### config.mk
export PLATFORM = sky130hd
export DESIGN_NAME = stateful_flow_engine
export DESIGN_NICKNAME = d
export VERILOG_FILES = /design/src/rtl/stateful_flow_engine_pkg.sv /design/src/rtl/stateful_flow_engine_mem.sv /design/src/rtl/stateful_flow_engine.sv
export SDC_FILE = /design/constraint.sdc
export NUM_CORES = 2
export LEC_CHECK = 0
export BUFFER_PORTS_ARGS = -buffer_cell sky130_fd_sc_hd__clkbuf_2
export CORE_AREA = 3 3 505 507
export CTS_CLUSTER_SIZE = 10
export DETAILED_ROUTE_END_ITERATION = 12
export DIE_AREA = 0 0 508 510
export PLACE_DENSITY = 0.72
export REMOVE_ABC_BUFFERS = 1
export SLEW_MARGIN = 20
export SYNTH_ARGS = -nofsm -noshare
export SYNTH_HDL_FRONTEND = slang
export SYNTH_SLANG_ARGS = --single-unit
### constraint.sdc
create_clock -name clk -period 3.93 [get_ports clk]
set_input_delay 0.786 -clock clk [delete_from_list [all_inputs] [get_ports clk]]
set_output_delay 0.786 -clock clk [all_outputs]
set_load 0.03 [all_outputs]
### src/rtl/stateful_flow_engine_pkg.sv
// Shared types and width helpers for the stateful flow engine: init FSM encoding,
// cfg_sel encoding and transition-entry layout {upd_en, next_state, action}.
package stateful_pkg;

    typedef enum logic {
        ST_INIT = 1'b0,
        ST_RUN  = 1'b1
    } init_state_t;

    localparam logic CFG_SEL_TRANS = 1'b0;
    localparam logic CFG_SEL_FLOW  = 1'b1;

    function automatic int calc_tt_aw(input int evt_w, input int state_w);
        return evt_w + state_w;
    endfunction

    function automatic int calc_addr_w(input int key_w, input int tt_aw);
        return (key_w > tt_aw) ? key_w : tt_aw;
    endfunction

    function automatic int calc_ent_w(input int state_w, input int action_w);
        return 1 + state_w + action_w;
    endfunction

    // Entry layout, LSB first: action, next_state, upd_en.
    function automatic int ent_ns_lsb(input int action_w);
        return action_w;
    endfunction

    function automatic int ent_upd_bit(input int state_w, input int action_w);
        return state_w + action_w;
    endfunction

endpackage

### src/rtl/stateful_flow_engine_mem.sv
// Per-flow state array: async read with cfg > packet-writeback forwarding,
// one packet write port, one cfg write port (cfg wins on collision) and an init port.
module flow_state_mem
    import stateful_pkg::*;
#(
    parameter int KEY_W   = 4,
    parameter int STATE_W = 4
) (
    input  logic               clk,
    input  logic               init_we,
    input  logic [KEY_W-1:0]   init_addr,
    input  logic [STATE_W-1:0] init_wdata,
    input  logic               pkt_we,
    input  logic [KEY_W-1:0]   pkt_addr,
    input  logic [STATE_W-1:0] pkt_wdata,
    input  logic               cfg_we,
    input  logic [KEY_W-1:0]   cfg_addr,
    input  logic [STATE_W-1:0] cfg_wdata,
    input  logic [KEY_W-1:0]   rd_addr,
    output logic [STATE_W-1:0] rd_data
);

    logic [STATE_W-1:0] mem [2**KEY_W];
    logic               pkt_blocked;

    assign pkt_blocked = cfg_we && (cfg_addr == pkt_addr);

    always_ff @(posedge clk) begin
        if (init_we) begin
            mem[init_addr] <= init_wdata;
        end else begin
            if (pkt_we && !pkt_blocked) begin
                mem[pkt_addr] <= pkt_wdata;
            end
            if (cfg_we) begin
                mem[cfg_addr] <= cfg_wdata;
            end
        end
    end

    // Reads see writes landing at the coming edge, so the reader never picks up a stale value.
    always_comb begin
        rd_data = mem[rd_addr];
        if (cfg_we && (cfg_addr == rd_addr)) begin
            rd_data = cfg_wdata;
        end else if (pkt_we && (pkt_addr == rd_addr)) begin
            rd_data = pkt_wdata;
        end
    end

endmodule

### src/rtl/stateful_flow_engine.sv
// Per-flow stateful match/action stage: 2-cycle pipeline, programmable transition
// table indexed by {event, state}, post-reset table init sweep and saturating stats.
module stateful_flow_engine
    import stateful_pkg::*;
#(
    parameter int DATA_W      = 512,
    parameter int KEY_LSB     = 0,
    parameter int KEY_W       = 4,
    parameter int EVT_LSB     = 4,
    parameter int EVT_W       = 2,
    parameter int STATE_W     = 4,
    parameter int ACTION_W    = 16,
    parameter int RESET_STATE = 0,
    parameter int CNT_W       = 32,
    localparam int TT_AW      = calc_tt_aw(EVT_W, STATE_W),
    localparam int ADDR_W     = calc_addr_w(KEY_W, TT_AW),
    localparam int ENT_W      = calc_ent_w(STATE_W, ACTION_W)
) (
    input  logic                clk,
    input  logic                reset,
    input  logic                pkt_vld_in,
    input  logic [DATA_W-1:0]   pkt_data_in,
    output logic                pkt_vld_out,
    output logic [DATA_W-1:0]   pkt_data_out,
    output logic [ACTION_W-1:0] action_out,
    output logic [STATE_W-1:0]  state_out,
    output logic [STATE_W-1:0]  next_state_out,
    input  logic                cfg_wr_en,
    input  logic                cfg_sel,
    input  logic [ADDR_W-1:0]   cfg_addr,
    input  logic [ENT_W-1:0]    cfg_wdata,
    output logic                cfg_rdy,
    output logic [CNT_W-1:0]    pkt_cnt,
    output logic [CNT_W-1:0]    upd_cnt,
    output logic [CNT_W-1:0]    drop_cnt
);

    // Handshake: a word is taken on every edge where pkt_vld_in is high and the engine is
    // in RUN; there is no ready, and pkt_vld_out must be consumed on the cycle it is high.

    localparam int                 NS_LSB     = ent_ns_lsb(ACTION_W);
    localparam int                 UPD_BIT    = ent_upd_bit(STATE_W, ACTION_W);
    localparam logic [ADDR_W:0]    TT_DEPTH   = (ADDR_W+1)'(2**TT_AW);
    localparam logic [ADDR_W:0]    FLOW_DEPTH = (ADDR_W+1)'(2**KEY_W);

    init_state_t        state_q, state_d;
    logic [ADDR_W-1:0]  idx_q, idx_d;
    logic               init_active;
    logic               run;
    logic               tt_init_hit, flow_init_hit;

    logic               cfg_trans_we, cfg_flow_we;

    logic               s1_vld;
    logic [KEY_W-1:0]   s1_key;
    logic [EVT_W-1:0]   s1_evt;
    logic [DATA_W-1:0]  s1_data;
    logic [STATE_W-1:0] s1_cur;

    logic               s2_vld;
    logic [KEY_W-1:0]   s2_key;
    logic [EVT_W-1:0]   s2_evt;
    logic [STATE_W-1:0] s2_cur;
    logic [DATA_W-1:0]  s2_data;

    logic [ENT_W-1:0]    tt_mem [2**TT_AW];
    logic [ENT_W-1:0]    ent;
    logic                ent_upd;
    logic [STATE_W-1:0]  ent_ns;
    logic [ACTION_W-1:0] ent_act;
    logic [STATE_W-1:0]  wb_state;
    logic                wb_we;

    // Init sweep FSM
    always_ff @(posedge clk or negedge reset) begin
        if (!reset) begin
            state_q <= ST_INIT;
            idx_q   <= '0;
        end else begin
            state_q <= state_d;
            idx_q   <= idx_d;
        end
    end

    always_comb begin
        state_d     = state_q;
        idx_d       = idx_q;
        init_active = 1'b0;
        case (state_q)
            ST_INIT: begin
                init_active = 1'b1;
                if (idx_q == '1) begin
                    state_d = ST_RUN;
                    idx_d   = '0;
                end else begin
                    idx_d = idx_q + ADDR_W'(1);
                end
            end
            ST_RUN: begin
                state_d = ST_RUN;
            end
            default: begin
                state_d = ST_INIT;
                idx_d   = '0;
            end
        endcase
    end

    assign run           = (state_q == ST_RUN);
    assign cfg_rdy       = run;
    assign tt_init_hit   = ({1'b0, idx_q} < TT_DEPTH);
    assign flow_init_hit = ({1'b0, idx_q} < FLOW_DEPTH);

    assign cfg_trans_we = run && cfg_wr_en && (cfg_sel == CFG_SEL_TRANS);
    assign cfg_flow_we  = run && cfg_wr_en && (cfg_sel == CFG_SEL_FLOW);

    // Transition table
    always_ff @(posedge clk) begin
        if (init_active && tt_init_hit) begin
            tt_mem[idx_q[TT_AW-1:0]] <= '0;
        end else if (cfg_trans_we) begin
            tt_mem[cfg_addr[TT_AW-1:0]] <= cfg_wdata;
        end
    end

    // A cfg write at the same edge lands after this read, so S2 uses the old entry.
    assign ent      = tt_mem[{s2_evt, s2_cur}];
    assign ent_upd  = ent[UPD_BIT];
    assign ent_ns   = ent[NS_LSB +: STATE_W];
    assign ent_act  = ent[ACTION_W-1:0];
    assign wb_state = ent_upd ? ent_ns : s2_cur;
    assign wb_we    = s2_vld && ent_upd;

    flow_state_mem #(
        .KEY_W   (KEY_W),
        .STATE_W (STATE_W)
    ) u_flow_mem (
        .clk        (clk),
        .init_we    (init_active && flow_init_hit),
        .init_addr  (idx_q[KEY_W-1:0]),
        .init_wdata (STATE_W'(RESET_STATE)),
        .pkt_we     (wb_we),
        .pkt_addr   (s2_key),
        .pkt_wdata  (ent_ns),
        .cfg_we     (cfg_flow_we),
        .cfg_addr   (cfg_addr[KEY_W-1:0]),
        .cfg_wdata  (cfg_wdata[STATE_W-1:0]),
        .rd_addr    (s1_key),
        .rd_data    (s1_cur)
    );

    // S1: capture key, event and data
    always_ff @(posedge clk or negedge reset) begin
        if (!reset) begin
            s1_vld  <= 1'b0;
            s1_key  <= '0;
            s1_evt  <= '0;
            s1_data <= '0;
        end else begin
            s1_vld <= run && pkt_vld_in;
            if (run && pkt_vld_in) begin
                s1_key  <= pkt_data_in[KEY_LSB +: KEY_W];
                s1_evt  <= pkt_data_in[EVT_LSB +: EVT_W];
                s1_data <= pkt_data_in;
            end
        end
    end

    // S2: capture the forwarded current state
    always_ff @(posedge clk or negedge reset) begin
        if (!reset) begin
            s2_vld  <= 1'b0;
            s2_key  <= '0;
            s2_evt  <= '0;
            s2_cur  <= '0;
            s2_data <= '0;
        end else begin
            s2_vld <= s1_vld;
            if (s1_vld) begin
                s2_key  <= s1_key;
                s2_evt  <= s1_evt;
                s2_cur  <= s1_cur;
                s2_data <= s1_data;
            end
        end
    end

    // Output stage; pkt_data_out keeps its last value on idle cycles.
    always_ff @(posedge clk or negedge reset) begin
        if (!reset) begin
            pkt_vld_out    <= 1'b0;
            pkt_data_out   <= '0;
            action_out     <= '0;
            state_out      <= '0;
            next_state_out <= '0;
        end else begin
            pkt_vld_out <= s2_vld;
            if (s2_vld) begin
                pkt_data_out   <= s2_data;
                action_out     <= ent_act;
                state_out      <= s2_cur;
                next_state_out <= wb_state;
            end else begin
                action_out     <= '0;
                state_out      <= '0;
                next_state_out <= '0;
            end
        end
    end

    always_ff @(posedge clk or negedge reset) begin
        if (!reset) begin
            pkt_cnt  <= '0;
            upd_cnt  <= '0;
            drop_cnt <= '0;
        end else begin
            if (s2_vld && (pkt_cnt != '1)) begin
                pkt_cnt <= pkt_cnt + CNT_W'(1);
            end
            if (wb_we && (upd_cnt != '1)) begin
                upd_cnt <= upd_cnt + CNT_W'(1);
            end
            if (!run && pkt_vld_in && (drop_cnt != '1)) begin
                drop_cnt <= drop_cnt + CNT_W'(1);
            end
        end
    end

endmodule
# ---- Word level (Yosys, flattened, before mapping)
# Memory sizes are Yosys's and may differ from the RTL's.
# Index checks and enable logic that the tools add are counted.
dict set report classes {
  muxes 27
  addsub 4
  n_reduce_logical 18
  n_lt_le_gt_ge 1
  n_eq_ne 7
  n_bitwise 2
}
# operator count
set op_table {}
lappend op_table {{adder 32 x 1 -> 32 bit (second input constant)} 3}
lappend op_table {{inequality test 32 bit (second input constant)} 3}
lappend op_table {{2-to-1 mux 4 bit} 7}
lappend op_table {{2-to-1 mux 21 bit} 1}
lappend op_table {{OR reduction 21 bit} 1}
lappend op_table {{2-to-1 mux 16 bit} 1}
lappend op_table {{2-to-1 mux 1 bit} 15}
lappend op_table {{logical AND 1 bit} 14}
lappend op_table {{== test 4 bit} 3}
lappend op_table {{2-to-1 mux 6 bit} 2}
lappend op_table {{adder 6 x 1 -> 6 bit (second input constant)} 1}
lappend op_table {{== test 6 bit (second input constant)} 1}
lappend op_table {{< comparator 6 x 5 -> 1 bit (second input constant)} 1}
lappend op_table {{OR reduction 4 bit} 1}
lappend op_table {{logical NOT 1 bit} 2}
lappend op_table {{NOT 1 bit} 2}
lappend op_table {{one-hot mux 1 bit (2 select lines)} 1}
dict set report totals {
  out_inout_bits 634
  input_bits 544
  ram_bits 1408
  reg_bits 1682
  elab_cells 80
  n_memories 2
}
# name words width rd rd_ports_with_merged_regs wr line
set memory_table {}
lappend memory_table {tt_mem 64 21 1 0 1 stateful_flow_engine.sv:66} ;# logic [ENT_W-1:0] tt_mem [2**TT_AW];
lappend memory_table {u_flow_mem.mem 16 4 1 0 2 stateful_flow_engine_mem.sv:23} ;# logic [STATE_W-1:0] mem [2**KEY_W];

# ---- Longest topological paths before layout
dict set report logic_depth {
  word_depth 10
  ltp_mapped 13
  ltp_nobuf 8
}

# ---- By module
# A second synthesis with hierarchy kept.
dict set report unflattened {
  cells_unflattened 6169
  hier_area_um2 117507.7
}
# mod area_per_inst_um2 seq_area_each_um2 cells_each instances
set by_module_without_submodules {}
lappend by_module_without_submodules {stateful_flow_engine 113581.4 82148.8 5859 1}
lappend by_module_without_submodules {flow_state_mem 3926.3 1921.8 310 1}

# ---- Worst setup path before layout
# No wires, ideal clock.
dict set report synth_timing {
  kind {reg-to-reg}
  start {reg state_q, in the netlist cfg_rdy}
  end {mem tt_mem[11][0] (netlist name), enable pin}
  stages_incl_launch_ff 9
  setup_slack_ps 557
  path_buffers 3
  setup_time_ps 399
  synth_period_minus_slack_ps 3373
  required_ps 3531
  arrival_ps 2974
  cell_sequence {dfrtp_1 > clkbuf_1 > nand2_1 > or2_2 > clkbuf_1 > mux2_2 > or3_1 > clkbuf_1 > nor2_1}
}
dict set report synth_between {
  elab_chain_len 7
  elab_cells_between_ends 9
  cone_classes {mux (6); reduce/logical (3)}
}
# item line
set synth_rtl {}
lappend synth_rtl {{start, declared} stateful_flow_engine.sv:46} ;# init_state_t state_q, state_d;
lappend synth_rtl {{start signal, assigned} stateful_flow_engine.sv:80} ;# state_q <= state_d;
lappend synth_rtl {{logical AND 1 bit (2 in series)} stateful_flow_engine.sv:114} ;# assign cfg_trans_we = run && cfg_wr_en && (cfg_sel == CFG_SEL_TRANS);
lappend synth_rtl {{2-to-1 mux 1 bit} stateful_flow_engine.sv:121} ;# end else if (cfg_trans_we) begin
lappend synth_rtl {{2-to-1 mux 1 bit} stateful_flow_engine.sv:119} ;# if (init_active && tt_init_hit) begin
lappend synth_rtl {{2-to-1 mux 1 bit (not written as such)} stateful_flow_engine.sv:122} ;# tt_mem[cfg_addr[TT_AW-1:0]] <= cfg_wdata;
lappend synth_rtl {{OR reduction 21 bit (no line)} n/a}
lappend synth_rtl {{2-to-1 mux 6 bit (no line) / 2-to-1 mux 1 bit (equally long branches)} n/a}
lappend synth_rtl {{end, declared} stateful_flow_engine.sv:66}
# Parallel ways exist; a longest one is shown, timed or not.

==> reports/metrics.cfg <==
[cells_and_area]
seqCellArea_um2 = 84100
fillers = 18800
drive_above_1_share_pct = 48.6
multiInputGateArea_um2 = 32200
area_delta_synth_final_pct = 20.4
layout.nets = 8401

[yosys]
synth_cell_types = 56
synth_cells = 6181
avgSynthCellArea_um2 = 19.0
ys.flop_type = dfrtp_1
yosysWarningCount = 0
syn-cell-area_um2 = 118000
seq_area_frac_synth_pct = 71.5
ys_ff_latch = 3078
synth_async_sr_flop_share_pct = 54.3
synth-edff-count = 1408

[global_routing]
grtUsageTotal_pct = 26.7
grt_pass1_vias = 67600
grt_pass1_wl_mm = 498
antenna_found_initial = 129
grt_max_degree = 154
grt_overflow = 0

[clock_network]
cts_resized = 0
post_cts_buffers = 0
cts_max_path_buffers = 4
cts_made_buffers = 365
cts-root-buf = clkbuf_16
cts_tree = done
clkSinkCount = 3078
cts_hold_buf = 245
clk_latency_ns = 1.03
h-tree-depth = 5
path_clk_slew_ns = 0.06

[worst_hold_path]
hold_path_depth = 2
hp-start = pkt_data_in[379]
hp-class = input pin to register
holdPathEnd = s1_data[379]$_DFFE_PN0P_

[critical_path]
cp_data_required_time_ns = 4.49
r2r_slack_ns = 0.24
max_stage_delay_ns = 0.82
worst-setup-path-type = register to register
arrival_ns = 4.25
path_delay_family = compound AO/OA/AOI/OAI gates
crit_buf_inv = 1
ff2ff_path_depth = 9
timing.rr.end = u_flow_mem.mem[5][0]$_DFFE_PP_
critical-path-slowest-cell = dfrtp_4
path_common_cell = o31ai_1
worstPathCellList = buf_4 > mux4_2 > a22o_1 > o31ai_1 > nand3_1 > nand2_2 > a311oi_1 > nand2_1 > o31ai_1
crit-reg2reg-launch = s2_cur[0]$_DFFE_PN0P_
critPathMaxFanout = 26
end_kind = register
crit_path_start_kind = register

[sta]
worst_slew_pin_slew_ns = 1.08
maxSlewHeadroom_pct = 28.2
hold_violations = 0
finalCriticalPeriod_ns = 3.69
finalMaxSlewViolations = 0
fin_ws_ns = 0.241
min_period_over_period_pct = 93.9
fin_setup_tns_ns = 0
setup_viol = 0
timing.fmax_mhz = 271
fin_worst_skew_ns = 0.114
rsz0062_at_grt = false

[outcome]
outcome = complete, no violations

[power]
ir_drop_v = 0.000465
power_density_nw_per_um2 = 454
seq_power_share_pct = 52.3
combPwrFrac_pct = 1.8
p_switching_mw = 13.1
p_clk_share_pct = 45.9
p_int_mw = 51.1
swShare_pct = 20.4
p_leak_nw = 56.8

[place]
gp_congestion = 0.927
place_ws_ns = 0.358
portBuffers = 1177
hpwlAfterDp_mm = 241

[drt]
drt_wl_total_mm = 351
vias = 65900
drtAntennaViolNets = 0
vias_per_cell = 5.77
drc = 0
drt-initial-drc-count = 6795
first_pass_iters = 6
wire_per_inst_um = 30.7

[floorplan]
fp.dieH_um = 510
ios = 1178
die_w_um = 508
std_cell_rows = 184
start_util_pct = 46.9
core_area_um2 = 251000
dieArea_um2 = 259000

[flow_run]
cap_violations = 0

==> power by group through the flow <==
stage	sequential [mW]	clock [mW]	combinational, mW
floorplan	34.2	0	0.0825
global placement	34.2	0	0.939
detailed placement	34.2	0	0.962
global route	33.6	31.2	1.29
CTS	33.6	29.9	1.20
finish	33.6	29.4	1.18
==> worst max-delay path by stage <==
stage	slack (ns)	end	cells past startpoint	startpoint
4_1_cts	0.27	u_flow_mem.mem[5][0]$_DFFE_PP_	9	s2_cur[0]$_DFFE_PN0P_
6_report	0.24	u_flow_mem.mem[5][0]$_DFFE_PP_	9	s2_cur[0]$_DFFE_PN0P_
3_3_place_gp	0.37	upd_cnt[26]$_DFFE_PN0P_	10	s2_cur[0]$_DFFE_PN0P_
5_1_grt	0.06	u_flow_mem.mem[5][0]$_DFFE_PP_	9	s2_cur[0]$_DFFE_PN0P_
3_5_place_dp	0.36	u_flow_mem.mem[5][0]$_DFFE_PP_	9	s2_cur[0]$_DFFE_PN0P_
2_1_floorplan	-11.50	upd_cnt[1]$_DFFE_PN0P_	8	s2_cur[0]$_DFFE_PN0P_
==> cells in the mapped netlist, drive strengths merged (13+ instances only) <==
master / n / area [µm²]
buf: 86 / 497
mux2: 1570 / 17700
a22oi: 13 / 97.6
o21ai: 23 / 115
and2: 53 / 332
o31ai: 46 / 350
nor3: 29 / 150
xnor2: 57 / 499
nand2b: 14 / 87.6
nor4: 15 / 93.8
nor2: 121 / 457
and3: 16 / 100
dfrtp: 1670 / 41800
xor2: 50 / 438
nand4: 27 / 175
edfxtp: 1408 / 42300
nand3: 47 / 235
inv: 15 / 56.3
clkbuf: 241 / 905
mux2i: 16 / 160
mux4: 438 / 9860
nand2: 128 / 483
==> layout make-up <==
type                       instances  share of cell area [%]
inverter                          16                  0.0424
timing repair buffer            1632                    7.61
clock buffer                     506                    6.90
antenna                           60                   0.106
sequential                      3078                    59.4
clock inverter                    23                   0.164
multi-input combinational       2760                    22.8
tap                             3348                    2.96
==> worst reg2reg max path, cell delays in order, from the launching register on <==
cell and delay, ns:
dfrtp_4 0.82, buf_4 0.33, mux4_2 0.26, a22o_1 0.15, o31ai_1 0.06, nand3_1 0.16, nand2_2 0.10, a311oi_1 0.50
nand2_1 0.21, o31ai_1 0.66
==> per-layer routing <==
metal / wire length [µm] / GRT usage, % / up-vias
li1: - / - / 26900
met4: 21900 / 14.4 / 86
met5: 535 / 0 / -
met2: 163000 / 40.9 / 3075
met1: 136000 / 35.0 / 35000
met3: 30000 / 7.15 / 847
==> cell families after synthesis <==
group | after synthesis | share of synthesized area, %
fa+ha+maj | 4 | 0.0426
simple gates | 490 | 2.04
mux | 2024 | 23.6
flops | 3078 | 71.5
xor+xnor | 107 | 0.797
compound gates | 135 | 0.806
buf+inv | 343 | 1.24
==> stage by stage <==
step                      hold slack, ns  cells  cell area, µm²  utilization (%)  power, mW
after floorplan                    0.475   5854          116000                -       34.3
after global placement             0.473  10600          129000             51.4       35.1
after detailed placement           0.472  10600          129000             51.4       35.1
after CTS                     0.00000688  11400          141000             56.3       64.7
after global routing             0.00565  11400          141000             56.4       66.1
final                             0.0425  11400          142000             56.4       64.2
==> cell usage in the layout (no fill, tap or decap), drive strengths merged, types with 10 or more instances in the layout <==
cell type and instances:
a21oi 11, a22oi 13, and2 53, and3 16
buf 211, clkbuf 1682, clkinv 12, dfrtp 1670
diode 60, dlygate4sd3 245, edfxtp 1408, inv 24
mux2 1570, mux2i 16, mux4 438, nand2 128
nand2b 14, nand3 47, nand4 27, nor2 121
nor2b 10, nor3 29, nor4 15, o21ai 23
o31ai 46, xnor2 57, xor2 50
==> registers in the layout (all words and copies together), names as in the netlist, 3 cells and up <==
| signal | flops |
|---|---|
| tt_mem | 1344 |
| pkt_data_out | 512 |
| s1_data | 508 |
| s2_data | 508 |
| u_flow_mem.mem | 64 |
| drop_cnt | 32 |
| pkt_cnt | 32 |
| upd_cnt | 32 |
| action_out | 16 |
| idx_q | 6 |
| next_state_out | 4 |
| s2_cur | 4 |
| state_out | 4 |
| s1_key | 3 |
| s2_key | 3 |
No activity file was read; power rests on OpenSTA's default activity.
